## src/rtl/cpu_pkg.sv

```systemverilog
// Shared definitions for the fetch/sequencing side of the CPU datapath:
// sequencer states, the opcodes the sequencer itself reacts to, and the PC step.
package cpu_pkg;

    typedef enum logic [1:0] {
        S_FETCH = 2'd0,
        S_EXEC  = 2'd1,
        S_MEM   = 2'd2,
        S_HALT  = 2'd3
    } state_t;

    localparam logic [4:0] OP_HALT = 5'b11111;
    localparam logic [4:0] OP_LD   = 5'b01110;
    localparam logic [4:0] OP_ST   = 5'b01111;
    localparam logic [4:0] OP_JMP  = 5'b10000;

    // Instructions are 16-bit words on a byte-addressed bus.
    localparam int PC_STEP = 2;

endpackage

```

## src/rtl/cpu_flag_reg.sv

```systemverilog
// Four-bit C/V/S/Z flag register with write enable and synchronous reset.
module cpu_flag_reg (
    input  logic       clk,
    input  logic       rst,
    input  logic       we,
    input  logic [3:0] d,
    output logic [3:0] q
);

    // Hold the flags unless a write is enabled; reset clears them.
    always_ff @(posedge clk) begin
        if (rst) begin
            q <= 4'b0000;
        end else if (we) begin
            q <= d;
        end
    end

endmodule

```

## src/rtl/cpu_fetch_sequencer.sv

```systemverilog
// Instruction fetch and sequencing unit: owns PC and IR, fetches over a
// req/ack handshake, presents the opcode to the controller, stalls LD/ST
// until data memory completes and holds the flag register.
module cpu_fetch_sequencer
    import cpu_pkg::*;
#(
    parameter int              PC_W     = 16,
    parameter logic [PC_W-1:0] RESET_PC = '0
) (
    input  logic            clk,
    input  logic            rst,
    output logic            imem_req,
    output logic [PC_W-1:0] imem_addr,
    input  logic            imem_ack,
    input  logic [15:0]     imem_rdata,
    output logic [15:0]     ir,
    output logic [4:0]      opcode,
    output logic            instr_valid,
    output logic            mem_phase,
    input  logic            mem_done,
    input  logic            ldPC2,
    input  logic            ldPCz,
    input  logic [PC_W-1:0] pc_target,
    input  logic            flag_we,
    input  logic            alu_c,
    input  logic            alu_v,
    input  logic            alu_s,
    input  logic            alu_z,
    output logic            C,
    output logic            V,
    output logic            S,
    output logic            Z_det,
    output logic [PC_W-1:0] pc,
    output logic            halted
);

    state_t          state;
    state_t          state_nxt;
    logic [PC_W-1:0] pc_nxt;
    logic [15:0]     ir_nxt;
    logic [PC_W-1:0] pc_inc;
    logic [3:0]      flags;
    logic            flag_load;

    // ldPC2 selects the same sequential step as "no strobe", and the target
    // LSB is forced to zero, so neither influences the next PC.
    logic            unused_inputs;
    assign unused_inputs = ldPC2 ^ pc_target[0];

    assign pc_inc = pc + PC_W'(PC_STEP);

    // State, PC and IR registers; reset discards any in-flight ack or mem_done.
    always_ff @(posedge clk) begin
        if (rst) begin
            state <= S_FETCH;
            pc    <= RESET_PC;
            ir    <= '0;
        end else begin
            state <= state_nxt;
            pc    <= pc_nxt;
            ir    <= ir_nxt;
        end
    end

    // Next-state, PC update and IR capture.
    always_comb begin
        state_nxt = state;
        pc_nxt    = pc;
        ir_nxt    = ir;
        case (state)
            S_FETCH: begin
                if (imem_ack) begin
                    ir_nxt    = imem_rdata;
                    state_nxt = S_EXEC;
                end
            end
            S_EXEC: begin
                if (opcode == OP_HALT) begin
                    state_nxt = S_HALT;
                end else if (opcode == OP_LD || opcode == OP_ST) begin
                    state_nxt = S_MEM;
                end else begin
                    state_nxt = S_FETCH;
                    if (ldPCz) begin
                        pc_nxt = {pc_target[PC_W-1:1], 1'b0};
                    end else begin
                        pc_nxt = pc_inc;
                    end
                end
            end
            S_MEM: begin
                if (mem_done) begin
                    pc_nxt    = pc_inc;
                    state_nxt = S_FETCH;
                end
            end
            default: begin
                state_nxt = S_HALT;
            end
        endcase
    end

    // Flags only load during the single execute cycle of a flag-writing op.
    assign flag_load = (state == S_EXEC) && flag_we;

    cpu_flag_reg u_flag_reg (
        .clk (clk),
        .rst (rst),
        .we  (flag_load),
        .d   ({alu_c, alu_v, alu_s, alu_z}),
        .q   (flags)
    );

    assign {C, V, S, Z_det} = flags;

    assign imem_req    = (state == S_FETCH);
    assign imem_addr   = pc;
    assign opcode      = ir[15:11];
    assign instr_valid = (state == S_EXEC);
    assign mem_phase   = (state == S_MEM);
    assign halted      = (state == S_HALT);

    logic unused_ok;
    assign unused_ok = unused_inputs;

endmodule

```

## config.mk

```make
export PLATFORM = sky130hd
export DESIGN_NAME = cpu_fetch_sequencer
export DESIGN_NICKNAME = d
export VERILOG_FILES = /design/src/rtl/cpu_pkg.sv /design/src/rtl/cpu_flag_reg.sv /design/src/rtl/cpu_fetch_sequencer.sv
export SDC_FILE = /design/constraint.sdc
export NUM_CORES = 1
export LEC_CHECK = 0
export ABC_AREA = 0
export CAP_MARGIN = 15
export CORE_UTILIZATION = 41
export CTS_CLUSTER_DIAMETER = 50
export CTS_CLUSTER_SIZE = 24
export DETAILED_ROUTE_END_ITERATION = 8
export GPL_TIMING_DRIVEN = 0
export PLACE_DENSITY = 0.89
export SYNTH_ARGS = -nofsm -noshare
export SYNTH_HDL_FRONTEND = slang
export SYNTH_SLANG_ARGS = --single-unit
```

## constraint.sdc

```tcl
create_clock -name clk -period 1.9 [get_ports clk]
set_input_delay 0.19 -clock clk [delete_from_list [all_inputs] [get_ports clk]]
set_output_delay 0.19 -clock clk [all_outputs]
set_load 0.02 [all_outputs]
```

==> flow_summary.yaml, run 1 <==
clock_tree:
  cts_tree: "done"
  clk_path_buf_depth: 2
  insertion_delay_ps: 300
  clk_pin_slew_ps: 80
  cts_max_level: 2
  cts.sinks: 37
  cts_setup_buffers: 0
  numCtsBuffers: 5
  cts-root-buf: "clkbuf_8"
floorplanning:
  die_h_um: 73.9
  die-area_um2: 5460
  ios: 104
  rows: 25
  core_um2: 4850
  start_util_pct: 43.7
  die_w_um: 73.9
synthesis:
  muxShareOfSynthArea_pct: 0.472
  synth_edf_count: 0
  syn_inst: 268
  ys_seq_area_share_pct: 34.9
  synth-simple-area-share_pct: 26.1
  synthFlopType: "dfxtp_1"
  yosys_warnings: 0
  synthXorXnorAreaFrac_pct: 0
  synth_top_family_by_area: "simple AND/OR/NAND/NOR gates"
  synth_fa_ha_area_share_pct: 2.95
  synth_compound_area_share_pct: 20.4
  synth_cell_types: 41
  async_reset_ff_share_pct: 0
  avgSynthCellArea_um2: 7.91
  yosys_register_bits: 37
  syn_area_um2: 2120
worst_setup_path:
  arrival_ps: 1980
  cp_cell_sequence: "inv_1, ha_1, and2b_2, clkbuf_8, clkbuf_4, nor2_1, o21ai_0, a21oi_1"
  slowest_stage: "dfxtp_2"
  r2r_setup_slack_ps: 90
  crit_path_start_kind: "flip-flop"
  cp_slowest_stage_delay_ps: 390
  end_kind: "flip-flop"
  path_class: "flip-flop to flip-flop"
  path_max_fanout: 10
  cp_data_required_time_ps: 2060
status:
  status: "finished clean"
hold_path:
  hold_path_class: "input port to flip-flop"
drt:
  vias: 2245
  totalWireLength_um: 5990
  wire_per_inst_um: 13.5
  vias_per_cell: 5.08
  drt_drc_violations_left: 0
  postRouteAntennaNets: 0
  drtIter0Drc: 114
  drt_first_pass_iters: 4
sta:
  worst_pin_slew_ps: 527
  rsz0062_at_grt: "no"
  slew_violations: 0
  clock.fmax_mhz: 552
  max_slew_margin_pct: 64.9
  tns_ps: 0
  final.min_clock_period_ps: 1810
  fin_crit_sh_pct: 95.4
  clock_skew_ps: 8.55
  hold_viol_final: 0
  setup_slack_ps: 86.8
  finalSetupViolCount: 0
layout:
  multiInputGateArea_um2: 1080
  mostFrequentLayoutCells: "98 x clkdlybuf4s50_1, 52 x nand2_1, 36 x a21oi_1, 36 x dfxtp_1, 25 x buf_4"
  syn_to_final_growth_pct: 57.5
  nets: 422
  seq_area_um2: 742
  mostFrequentLayoutCell: "clkdlybuf4s50_1"
  n_fill_cell: 387
  drive_gt1_share_pct: 14.4
  antenna-diode-count: 0
pwr:
  power.density_nw_per_um2: 640
  switching_share_pct: 29.3
  p_int_mw: 1.51
  p_seq_share_pct: 40.7
  irDropWorstVdd_mv: 0.560
  clockPowerShare_pct: 33.1
  p_switching_uw: 626
  leakage_nw: 1.28
  p_comb_share_pct: 26.2
place:
  gp_congestion: 0.804
  pre_cts_ws_ps: -166
  portBuffers: 99
  hpwl_um: 4430
grt:
  grt_max_degree: 14
  grt_pass1_wl_um: 9400
  antenna_found_initial: 0
  grt_overflow: 0
  track_usage_pct: 22.3
  grt_pass1_vias: 2083
run:
  drv_cap: 0
## per-layer routing
layer  part of all wire (%)  wire (um)  GRT usage, %
met1                     40       2410          25.6
met5                      0          0             0
met4                   0.75         45          5.77
met3                     10        609          9.47
met2                     49       2920          37.9
## power groups by stage
| stage | Clock, mW | Combinational, mW | Sequential [mW] |
|---|---|---|---|
| floorplan | 0 | 0.236 | 0.926 |
| global placement | 0 | 0.542 | 0.881 |
| detailed placement | 0 | 0.550 | 0.886 |
| CTS | 0.711 | 0.557 | 0.867 |
| global route | 0.750 | 0.601 | 0.877 |
| finish | 0.708 | 0.559 | 0.870 |
## final cells by class
class	instances	area share, %
clock buffers	5	2.06
well taps	67	2.51
multi-input cells	186	32.3
repair buffers	99	29.7
plain buffers	38	8.99
flip-flops and latches	37	22.2
clock inverters	3	1.39
inverters	7	0.787
## synthesized netlist by cell type (2+ instances only)
master / count / share of area [%]
nand2_1: 52 / 9.2
dfxtp_1: 37 / 35
a21oi_1: 36 / 8.5
buf_4: 23 / 8.1
o21ai_0: 14 / 3.3
nand3_1: 8 / 1.9
nor2_1: 8 / 1.4
a21o_1: 7 / 2.5
clkbuf_1: 7 / 1.2
inv_1: 7 / 1.2
clkbuf_8: 5 / 3.2
ha_1: 5 / 2.9
a31oi_1: 4 / 1.2
and2_1: 4 / 1.2
nor2b_1: 4 / 1.2
and2_2: 3 / 1.1
and4_1: 3 / 1.2
buf_2: 3 / 0.71
nand4_1: 3 / 0.89
nand4b_1: 3 / 1.2
o31a_1: 3 / 1.2
o32ai_1: 3 / 1.2
or3_1: 3 / 0.89
a32oi_1: 2 / 0.83
and2b_2: 2 / 0.83
and3_2: 2 / 0.71
nand2b_1: 2 / 0.59
nand4_2: 2 / 1.2
## registers in the layout, indices dropped and copies added (netlist names)
signal,cells
ir,16
imem_addr,15
u_flag_reg.q,4
state,2
## stage by stage
step | power, mW | hold slack, ps | cells | area (um2) | util (%)
floorplan | 1.16 | 326 | 269 | 2120 | -
global placement | 1.42 | 440 | 435 | 3200 | 66.0
detailed placement | 1.44 | 450 | 435 | 3200 | 66.0
CTS | 2.13 | 424 | 443 | 3320 | 68.5
global route | 2.23 | 431 | 442 | 3340 | 68.9
finish | 2.14 | 434 | 442 | 3340 | 68.9
## worst max-delay path: cells and delay by family, from the launching register on
| family | cells | cell delay [ps] |
|---|---|---|
| AND/OR/NAND/NOR | 2 | 310 |
| buffers and inverters | 3 | 450 |
| flip-flops | 1 | 390 |
| AO/OA/AOI/OAI | 2 | 280 |
| adder cells (fa/ha/maj) | 1 | 250 |
## kinds of logic after synthesis
family                     Yosys count
DFF                                 37
and+or+nand+nor                    107
buffers and inverters               46
adders and majority gates            5
other                                1
muxes                                1
AOI/OAI and AO/OA                   71
## repair_timing
item / CTS / global route
hold buffers: 0 / 0
gates resized for setup: 3 / 12
cloned: 0 / 0
pin swaps: 0 / 1
endpoints found under the setup margin: 15 / 27
## final timing paths
path | from | end | depth (start not counted)
setup / recovery | state[0] | imem_addr[3] | 8
hold / removal | imem_rdata[4] | ir[4] | 3
setup reg to reg | state[0] | imem_addr[3] | 8
hold reg to reg | ir[6] | ir[6] | 2
(Power assumes the default switching activity.)
==> run 2: changes to the inputs <==
Settings changed: CORE_MARGIN set to 4, CORE_UTILIZATION 41 to 37, PLACE_DENSITY 0.89 to 0.85, SETUP_SLACK_MARGIN set to 0.4.
Clock period 1.9 ns to 1.5 ns, I/O delays scaled along.
==> run 2 against run 1 <==
Compared with the run above: the flow now finishes with violations (setup timing); non-clock buffer count is 38 higher; clock power up 26%; routed wire length rose by 41%; sequential cell count unchanged; cell area grew 24%; maximum frequency rose by 11%; sequential power grew 25%; worst hold slack got worse by 16 ps; setup slack worse by 210 ps; register-to-register slack worse by 210 ps; clock skew shrank 0.55 ps.
==> flow_summary.yaml, run 2 (same netlist as run 1, synthesis figures left out) <==
grt:
  grt_max_degree: 14
  grt_pass1_wl_um: 12400
  grt_overflow: 0
  antenna_found_initial: 0
  grt_pass1_vias: 2584
  track_usage_pct: 21.7
layout:
  top_register: "ir"
  mostFrequentLayoutCell: "buf_4"
  layout.cells.non_filler: 486
  antenna-diode-count: 0
  syn_to_final_growth_pct: 95.0
  mostFrequentLayoutCells: "44 x buf_4, 40 x clkdlybuf4s50_1, 39 x buf_6"
  nets: 461
  largest_register_ffs: 16
  finalInstanceArea_um2: 4140
  drive_gt1_share_pct: 58.7
worst_setup_path:
  path_class: "flip-flop to flip-flop"
  end_kind: "flip-flop"
  cp_cell_sequence: "and4_4, clkbuf_8, nand4_2, or4_4, a31oi_1"
  cp_slowest_stage_delay_ps: 480
  slowest_stage: "or4_4"
  crit_path_start_kind: "flip-flop"
  cp_data_required_time_ps: 1720
  arrival_ps: 1850
  path_max_fanout: 8
floorplanning:
  core_um2: 5540
  die_w_um: 83.7
  ios: 104
  die_h_um: 83.7
  die-area_um2: 7010
  start_util_pct: 38.3
  rows: 27
clock_tree:
  cts_max_level: 2
  numCtsBuffers: 5
  cts_hold_buf: 0
  cts-root-buf: "clkbuf_8"
  cts.sinks: 37
  cts_tree: "done"
  clk_path_buf_depth: 2
  clk_pin_slew_ps: 80
  insertion_delay_ps: 300
sta:
  final.min_clock_period_ps: 1630
  clock_skew_ps: 8.01
  rsz0062_at_grt: "yes"
  slew_violations: 0
  fin_crit_sh_pct: 108
  hold_viol_final: 0
  clock.fmax_mhz: 615
  finalSetupViolCount: 15
  setup_slack_ps: -127
drt:
  totalWireLength_um: 8420
  vias: 2571
  drtIter0Drc: 136
  drt_first_pass_iters: 4
  vias_per_cell: 5.29
  postRouteAntennaNets: 0
  drt_drc_violations_left: 0
  wire_per_inst_um: 17.3
pwr:
  irDropWorstVdd_mv: 0.542
  power.density_nw_per_um2: 721
  leakage_nw: 1.75
status:
  status: "complete, but fails checks"
  failed_checks: "setup timing"
place:
  placed_cells: 440
  gp_congestion: 0.864
  pre_cts_ws_ps: -178
  place_area_um2: 3330
  portBuffers: 99
  hpwl_um: 4850
hold_path:
  hold_path_class: "input port to flip-flop"
run:
  drv_cap: 0
## run 2: cell types whose count changed in the layout (fill, tap and decap cells not counted), sizes merged
cell	previous run	this run
buf	25	108
dlymetal6s2s	1	0
o221ai	1	2
clkbuf	17	26
clkdlybuf4s50	98	40
dlygate4sd1	1	0
clkdlybuf4s15	0	6
## run 2: through the flow
stage                     hold WS, ps  utilization [%]  TNS [ps]  power, mW
after global placement            441             60.1     -1270       1.85
after detailed placement          448             60.1     -1940       1.87
after floorplan                   286                -     -40.4       1.51
after global routing              430             74.7     -2230       3.09
final                             417             74.7     -1280       2.98
after CTS                         402             70.7      -819       2.87
## run 2: what timing repair did
action / CTS / global route
pin swaps: 17 / 28
endpoints found under the setup margin: 96 / 81
cloned: 7 / 0
resized for setup: 301 / 113
buffers inserted: 18 / 13
## run 2: routing by layer
metal  vias to the layer above  wire [um]  part of all wire (%)  GRT usage (%)
li1                       1200          -                     -              -
met1                      1228       3190                    38           23.2
met2                       124       4360                    52           38.9
met3                        19        650                   7.7           7.31
met4                         0        212                   2.5           8.92
met5                         -          0                     0              0
## run 2: report_power, final
group | leakage [nW] | total, mW | switching (mW) | internal (mW)
clock | 0.0543 | 0.890 | 0.393 | 0.498
sequential | 0.317 | 1.09 | 0.0658 | 1.03
combinational | 1.38 | 0.998 | 0.475 | 0.523
total | 1.75 | 2.98 | 0.933 | 2.05
## run 2: cell type report
| cell class | count | area (um2) |
|---|---|---|
| clock inverters | 3 | 46.3 |
| flip-flops and latches | 37 | 811 |
| well taps | 72 | 90.1 |
| repair buffers | 136 | 1250 |
| plain buffers | 39 | 407 |
| inverters | 7 | 31.3 |
| clock buffers | 5 | 68.8 |
| fillers | 376 | 1400 |
| multi-input cells | 187 | 1440 |
## run 2: final timing paths
kind | startpoint | endpoint | slack (ps) | cells after the start
setup / recovery | imem_addr[3] | imem_addr[12] | -130 | 5
hold / removal | imem_rdata[6] | ir[6] | 420 | 3
setup reg to reg | imem_addr[3] | imem_addr[12] | -130 | 5
hold reg to reg | u_flag_reg.q[2] | u_flag_reg.q[2] | 460 | 2
## run 2: critical path, delay by kind of cell, from the launching register on
family          cells  cell delay (ps)
simple gates        3              830
buf+inv             1              170
flops               1              400
compound gates      1              160
==> run 3: changes to the inputs <==
Settings changed: CORE_UTILIZATION 37 to 44, PLACE_DENSITY 0.85 to 0.94, RECOVER_POWER set to 50.
Clock period 1.5 ns to 2.1 ns, I/O delays scaled along.
==> run 3 against run 2 <==
Compared with the run above: the run now ends clean; global-route usage fell by 0.47 points; sequential cell count did not move; cell area fell by 17%.
==> flow_summary.yaml, run 3 (same netlist as run 1, synthesis figures left out) <==
clock_tree:
  cts.sinks: 37
  cts_tree: "done"
  insertion_delay_ps: 290
  numCtsBuffers: 5
  clk_path_buf_depth: 2
  cts_max_level: 2
  cts-root-buf: "clkbuf_8"
  clk_pin_slew_ps: 80
worst_setup_path:
  cp_top_family: "compound AO/OA/AOI/OAI gates"
  arrival_ps: 1970
  crit_path_frequent_cell: "buf_4"
  crit_path_start_kind: "flip-flop"
  end_kind: "flip-flop"
  cp_slowest_stage_delay_ps: 380
  cp_cell_sequence: "buf_4, ha_1, nand4_4, o221ai_4, buf_4, mux2i_1, a31oi_1"
  path_class: "flip-flop to flip-flop"
  cp_data_required_time_ps: 2260
  cp.buffers_inverters: 2
  path_max_fanout: 7
  slowest_stage: "dfxtp_4"
drt:
  totalWireLength_um: 6450
  drt_first_pass_iters: 5
  wire_per_inst_um: 14.8
  drtIter0Drc: 157
  postRouteAntennaNets: 0
  vias_per_cell: 5.30
  drt_drc_violations_left: 0
  vias: 2309
layout:
  nets: 431
  layout.cells.non_filler: 436
  mostFrequentLayoutCells: "71 x clkdlybuf4s50_1, 52 x nand2_1, 36 x a21oi_1"
  antenna-diode-count: 0
  syn_to_final_growth_pct: 62.6
  largest_register_ffs: 16
  mostFrequentLayoutCell: "clkdlybuf4s50_1"
  drive_gt1_share_pct: 20.8
  top_register: "ir"
floorplanning:
  die-area_um2: 5990
  rows: 24
  die_w_um: 77.4
  ios: 104
  start_util_pct: 47.1
  core_um2: 4500
  die_h_um: 77.4
sta:
  tns_ps: 0
  clock.fmax_mhz: 552
  slew_violations: 0
  max_slew_margin_pct: 65.7
  worst_pin_slew_ps: 515
  rsz0062_at_grt: "yes"
  finalSetupViolCount: 0
  fin_crit_sh_pct: 86.3
  final.min_clock_period_ps: 1810
  setup_slack_ps: 288
  hold_viol_final: 0
  whs_ps: 452
  clock_skew_ps: 10.4
pwr:
  irDropWorstVdd_mv: 0.425
  leakage_nw: 1.43
  power.density_nw_per_um2: 595
hold_path:
  hold_path_class: "flip-flop to flip-flop"
grt:
  grt_pass1_vias: 2367
  grt_pass1_wl_um: 10500
  antenna_found_initial: 0
  grt_overflow: 0
  grt_max_degree: 13
  track_usage_pct: 21.2
place:
  portBuffers: 99
  hpwl_um: 4820
  pre_cts_ws_ps: 212
  placed_cells: 420
  gp_congestion: 0.860
status:
  status: "finished clean"
run:
  drv_cap: 0
run 3: cell count changes in the layout (fill, tap and decap cells not counted), sizes merged, moves of 5 or more:
| cell | delta |
|---|---|
| buf | -73 |
| clkdlybuf4s50 | +31 |
| dlygate4sd3 | +24 |
| clkbuf | -10 |
| clkdlybuf4s15 | -6 |
| dlygate4sd2 | +5 |
run 3: what timing repair did:
action / CTS / global route
pin swaps: 1 / 6
buffers inserted: 2 / 5
endpoints found under the setup margin: 31 / 24
cloned: 0 / 1
gates resized for setup: 18 / 24
hold buffers: 0 / 0
run 3: worst min-delay path, cell delays in order, from the launching register on:
cell	delay (ps)
dfxtp_1	310
nand2_1	50
a21oi_1	50
run 3: final timing paths:
path	start	to	slack, ps	depth (start not counted)
worst max-delay path	state[0]	imem_addr[12]	290	7
worst min-delay path	ir[4]	ir[4]	450	2
worst max register to register	state[0]	imem_addr[12]	290	7
worst min register to register	ir[4]	ir[4]	450	2
run 3: cell type report:
cell class / count / area, um2
multi-input cells: 186 / 1100
flip-flops and latches: 37 / 762
well taps: 52 / 65.1
inverters: 7 / 28.8
plain buffers: 39 / 309
fillers: 330 / 1060
clock buffers: 5 / 68.8
clock inverters: 3 / 65.1
repair buffers: 107 / 1050
run 3: through the flow:
step                total power, mW  utilization (%)  instance area (um2)
floorplan                      1.06                -                 2150
global placement               1.30             71.2                 3210
detailed placement             1.31             71.2                 3210
CTS                            2.04             74.8                 3370
global route                   2.13             76.6                 3450
finish                         2.05             76.6                 3450
run 3: layer usage:
| layer | GRT usage (%) | wire, um |
|---|---|---|
| met5 | 0 | 0 |
| met1 | 22.3 | 2530 |
| met2 | 38.4 | 3160 |
| met4 | 7.65 | 96 |
| met3 | 8.33 | 657 |
run 3: power breakdown:
group	switching, mW	total (mW)	internal (mW)
combinational	0.249	0.526	0.277
clock	0.264	0.736	0.472
sequential	0.0454	0.789	0.743
